<file path="src/rtl/signal_controller.sv">
// Highway / country-road crossing controller: five-state Moore FSM with one dwell counter.
// Optional SIGNAL_CONTROLLER_MIN_GREEN_EN enforces a minimum highway-green dwell of MIN_HWY_GREEN cycles.
module signal_controller #(
  parameter int unsigned Y2RDELAY      = 3,
  parameter int unsigned R2GDELAY      = 2,
  parameter int unsigned MIN_HWY_GREEN = 4
) (
  output logic [1:0] hwy,
  output logic [1:0] cntry,
  input  logic       x,
  input  logic       clear,
  input  logic       clk
);

  typedef enum logic [2:0] {
    S0 = 3'd0,
    S1 = 3'd1,
    S2 = 3'd2,
    S3 = 3'd3,
    S4 = 3'd4
  } state_t;

  localparam logic [1:0] RED    = 2'd0;
  localparam logic [1:0] YELLOW = 2'd1;
  localparam logic [1:0] GREEN  = 2'd2;

  localparam logic [7:0] Y2R_LAST = 8'(Y2RDELAY - 1);
  localparam logic [7:0] R2G_LAST = 8'(R2GDELAY - 1);
`ifdef SIGNAL_CONTROLLER_MIN_GREEN_EN
  localparam logic [7:0] HWY_LAST = 8'(MIN_HWY_GREEN - 1);
`endif

  state_t     state_r;
  state_t     next_state_s;
  logic [7:0] count_r;

  function automatic logic [1:0] hwy_lamp(input state_t s);
    case (s)
      S0:      hwy_lamp = GREEN;
      S1:      hwy_lamp = YELLOW;
      default: hwy_lamp = RED;
    endcase
  endfunction

  function automatic logic [1:0] cntry_lamp(input state_t s);
    case (s)
      S3:      cntry_lamp = GREEN;
      S4:      cntry_lamp = YELLOW;
      default: cntry_lamp = RED;
    endcase
  endfunction

  // Next-state logic; encodings outside S0..S4 fall back to S0.
  always_comb begin
    next_state_s = S0;
    case (state_r)
      S0: begin
`ifdef SIGNAL_CONTROLLER_MIN_GREEN_EN
        if (x && (count_r >= HWY_LAST)) next_state_s = S1;
        else                            next_state_s = S0;
`else
        if (x) next_state_s = S1;
        else   next_state_s = S0;
`endif
      end
      S1: begin
        if (count_r == Y2R_LAST) next_state_s = S2;
        else                     next_state_s = S1;
      end
      S2: begin
        if (count_r == R2G_LAST) next_state_s = S3;
        else                     next_state_s = S2;
      end
      S3: begin
        if (x) next_state_s = S3;
        else   next_state_s = S4;
      end
      S4: begin
        if (count_r == Y2R_LAST) next_state_s = S0;
        else                     next_state_s = S4;
      end
      default: next_state_s = S0;
    endcase
  end

  // State, saturating dwell counter and lamps registered from the next state.
  always_ff @(posedge clk) begin
    if (!clear) begin
      state_r <= S0;
      count_r <= 8'd0;
      hwy     <= GREEN;
      cntry   <= RED;
    end else begin
      state_r <= next_state_s;
      hwy     <= hwy_lamp(next_state_s);
      cntry   <= cntry_lamp(next_state_s);
      if (next_state_s != state_r) begin
        count_r <= 8'd0;
      end else if (count_r != 8'hFF) begin
        count_r <= count_r + 8'd1;
      end else begin
        count_r <= count_r;
      end
    end
  end

endmodule

</file>
<file path="config.mk">
export PLATFORM = sky130hd
export DESIGN_NAME = signal_controller
export DESIGN_NICKNAME = d
export VERILOG_FILES = /design/src/rtl/signal_controller.sv
export SDC_FILE = /design/constraint.sdc
export NUM_CORES = 1
export LEC_CHECK = 0
export CORE_ASPECT_RATIO = 1.2
export CORE_MARGIN = 4
export CORE_UTILIZATION = 50
export DETAILED_ROUTE_END_ITERATION = 10
export GPL_TIMING_DRIVEN = 0
export PLACE_DENSITY = 0.7
export SKIP_CTS_REPAIR_TIMING = 1
export SLEW_MARGIN = 20
export SYNTH_ARGS = -nofsm -noshare
export SYNTH_HDL_FRONTEND = slang
export SYNTH_SLANG_ARGS = --single-unit
</file>
<file path="constraint.sdc">
create_clock -name clk -period 2.56 [get_ports clk]
set_input_delay 0.512 -clock clk [delete_from_list [all_inputs] [get_ports clk]]
set_output_delay 0.512 -clock clk [all_outputs]
set_load 0.01 [all_outputs]
</file>
[After elaboration in Yosys (flattened, before gate mapping)]
Index checks and enable logic that the tools add are counted.
Storage, ports and cells
  register bits: 15
  output and inout bits: 4
Cells by class
  $add $sub $neg: 1
  equal/unequal tests: 11
  multiplexer cells: 8
  bitwise operators: 1
  reductions and logical operators: 3
Operators with widths (count)
  $pmux 3 s5: 1
  $eq 3x2->1 const B: 3
  $add 8x1->8 const B: 1
  $eq 8x1->1 const B: 1
  $eq 8x2->1 const B: 1
  $ne 8x8->1 const B: 1
  $pmux 2 s2: 2
  $eq 3x1->1 const B: 2
  $eq 3x3->1 const B: 2
  $logic_not 3->1: 2
  $mux 3: 2
  $ne 3x3->1: 1
  $mux 1: 2
  $mux 2: 1
  $reduce_or 2->1: 1
  $not 1->1: 1

[Logic depth before layout (Yosys ltp)]
  depth after elaboration: 5
  gate-level depth with buffers: 6
  mapped depth without buffers: 6

[Worst setup path before layout]
Ideal clock, no wire load.
  path type: input port to flip-flop
  start point: in x
  end point: reg cntry[1]
  setup time: 0.058 ns
  arrival time: 1.443 ns
  setup slack: 1.058 ns
  stages on the path: 4
  path buffers: 0
  cells stage by stage: and2b_1 or4b_1 o41ai_4 o21a_1
Between the ends
  cells in the longest elaborated chain, start to end: 4
  elaborated cells on any way between the ends: 6
  classes of those cells: eq/ne: 2; mux: 4
Ends and longest elaborated chain
  start: declaration: line 10  | input logic x,
  $mux 3 or $mux 1 (tied branches): line 75, 62
  $pmux 3 s5 *: line 56  | case (state_r)
  $eq 3x3->1 or $eq 3x2->1 (tied branches): line 46  | case (s)
  $pmux 2 s2 *: line 46
  end signal: assignment: line 96  | cntry <= cntry_lamp(next_state_s);
  end: declaration: line 9  | output logic [1:0] cntry,
Every way passes the cells marked *; elsewhere a longest branch is shown, timed or not.
A chain may end at the register's enable or synchronous reset.

[Worst setup path in the final report]
  start point: in x
  end point: reg count_r[3]
Between the ends
  cells in the longest elaborated chain, start to end: 4
  elaborated cells on any way between the ends: 5
  classes of those cells: eq/ne: 1; mux: 3; reduce/logical: 1
Ends and longest elaborated chain
  $mux 3 or $mux 1 (tied branches): line 75, 62
  $pmux 3 s5 *: line 56
  $ne 3x3->1 *: line 97  | if (next_state_s != state_r) begin
  $reduce_or 2->1 (no line) *
  end signal: assignment: line 100  | count_r <= count_r + 8'd1;
  end signal: assignment: line 102  | count_r <= count_r;
  end: declaration: line 35  | logic [7:0] count_r;
Marks and branches as above.

==> metrics.txt <==
status=completed; final design utilization=0.591; Clock Pin Slew Worst Setup and Hold Paths=0.08 ns; clock root buffer=clkbuf_4; global-route wire length before repair=3.13 mm; Synth Area per Inst=8.98 sq um; die width=45.9 microns; FP Rows=16; GPL Wtd Cong=0.775; area delta synth->final=12.6%; placed instance area=945 sq um; Max Clk Rate=531 MHz; max-slew violation count=0; Starting Density=0.525; Die ar.=2460 sq um; total gr overflow=0; maximum buffer depth of the clock tree=2; VDD IR-drop max=0.000311 V; Worst slew margin=0.752; # H-tree levels=1; final hold vios=0; min Tclk post-route=1.88 ns; Post-Route WL=1.74 mm; library cells used by synthesis=40; Synth Flop Type=dfxtp_1; Sequential Area=300 sq um; I/O pin cnt=7; crit path DAT=2.07 ns; drt via density=5.94; Mapped Cells=96; core area=1640 sq um; vias post-DR=736; Final HPWL DP=1.33 mm; filler cell count=153; n_diodes=0; setup TNS=0 ns; crit-path max FO=4; ANT nets after route=0; sequential area share after synthesis=0.348; initial drt markers=8; top cells by area, synth=dfxtp_1, nor2_1, ha_1; Sink Count=15; Leak=0.360 nW; flop and latch count out of synthesis=15; Yosys top cell by area=dfxtp_1; unrepaired setup endpoints after global routing=no; largest net degree at the start of global routing=11; DRT Pass-1 Iters=4; Critical Path Start Type=input port; Synth async-reset ratio=0; drc violations=0; CTS tree=done; Max Cap Viol=0; vias in the first global route=715; Worst Path Required=2.75 ns; Syn. warnings=0; Tcrit/Tclk final=0.736; area of the multi-input gates=520 sq um; Post-synth EDFFs=0; nets@finish=113; Net Count, Synth=102; CP Class=input port to flop; cts bufs inserted=3; initial antenna violation count=0; worst slew pin tran=0.369 ns; Die Height=53.5 microns; routed length per instance=14.1 microns; Setup crit end kind=flop; share of cells above drive strength 1=0.151; final setup skew=0.00255 ns; Pwr per Cell Area=472 nW/um^2; Yosys top cell area share=0.348; All-Layer GR Usage=0.178; Port Buffers=6; final non-filler cell area=971 sq um; Worst Hold Class=flop to flop; Netlist Area Pre-Place=862 sq um; Final setup viols=0; latest clock arrival within the worst-skew pair=0.28 ns
==> power breakdown <==
group	switching, W	internal [W]	leakage (nW)	total, W
sequential	0.00000727	0.000243	0.122	0.000250
clock	0.0000740	0.0000605	0.0150	0.000134
combinational	0.0000392	0.0000346	0.223	0.0000739
==> worst max-delay path, cell delays in order <==
cell,delay [ns]
clkdlybuf4s50_1,0.54
and2b_1,0.22
o21ai_0,0.32
o211ai_2,0.18
nor4_1,0.30
==> final cells by class <==
type | instances | share of cell area
plain buffers | 3 | 0.0271
well taps | 18 | 0.0232
inverters | 4 | 0.0155
flip-flops and latches | 15 | 0.309
clock buffers | 4 | 0.0271
multi-input cells | 74 | 0.536
repair buffers | 6 | 0.0619
==> synth_stat cells (2+ instances only) <==
cell and instances:
nand3_1 2, ha_1 3, xnor2_1 2, and3_1 4
nor3_1 5, a31oi_1 2, a21oi_1 3, dfxtp_1 15
buf_4 2, nor4_1 2, nor2_1 11, inv_1 4
nand3b_1 2, or2_1 2, nand2_1 7, o21a_1 4
o21ai_0 3
==> metal layers <==
| layer | share of wire | GRT usage |
|---|---|---|
| met5 | 0 | 0 |
| met4 | 0.022 | 0.0995 |
| met1 | 0.44 | 0.201 |
| met3 | 0.024 | 0.0306 |
| met2 | 0.51 | 0.305 |
==> state kept, by name, summed over array words and instances (netlist names) <==
register	count
cntry	2
count_r	8
hwy	2
state_r	3
==> layout by cell type, fill, tap and decap left out, drive strengths merged <==
cell type and count:
nor2 11, a31oi 2, o21ai 3, and4 1, nor4 3, nand2b 1, o311a 1, and2b 1
or2 3, inv 4, or4b 1, or3 1, a311oi 1, nand3b 2, a211o 1, o21a 4
nor3 5, mux2i 1, nand3 3, and3b 1, nand4 1, ha 3, o41ai 1, buf 3
clkbuf 4, o211ai 2, a32oi 1, nand2 7, o31ai 1, a21boi 1, dfxtp 15, and3 5
clkdlybuf4s50 6, a21oi 3, a31o 1, xnor2 2
==> stage by stage <==
| stage | hold WS, ns | setup slack [ns] | std cells | power, W |
|---|---|---|---|---|
| 2_1_floorplan | 0.517 | 1.06 | 96 | 0.000306 |
| 3_3_place_gp | 0.550 | 0.417 | 120 | 0.000329 |
| 3_5_place_dp | 0.552 | 0.410 | 120 | 0.000329 |
| 4_1_cts | 0.565 | 0.682 | 124 | 0.000464 |
| 5_1_grt | 0.616 | 0.464 | 124 | 0.000493 |
| 6_report | 0.571 | 0.677 | 124 | 0.000458 |
==> final timing paths <==
| path | from | slack (ns) | cells after the start | to |
|---|---|---|---|---|
| worst max-delay path | x | 0.68 | 5 | count_r[3] |
| worst min-delay path | count_r[6] | 0.57 | 2 | count_r[6] |
| worst max register to register | count_r[0] | 0.84 | 5 | count_r[3] |
| worst min register to register | count_r[6] | 0.57 | 2 | count_r[6] |
==> cells by family after synthesis <==
| logic type | after synthesis | synth area share |
|---|---|---|
| buffers and inverters | 7 | 0.0479 |
| AO/OA/AOI/OAI | 22 | 0.218 |
| adder cells (fa/ha/maj) | 3 | 0.0435 |
| flip-flops | 15 | 0.348 |
| XOR/XNOR | 2 | 0.0203 |
| AND/OR/NAND/NOR | 46 | 0.311 |
| multiplexers | 1 | 0.0116 |
(Power assumes the default switching activity.)
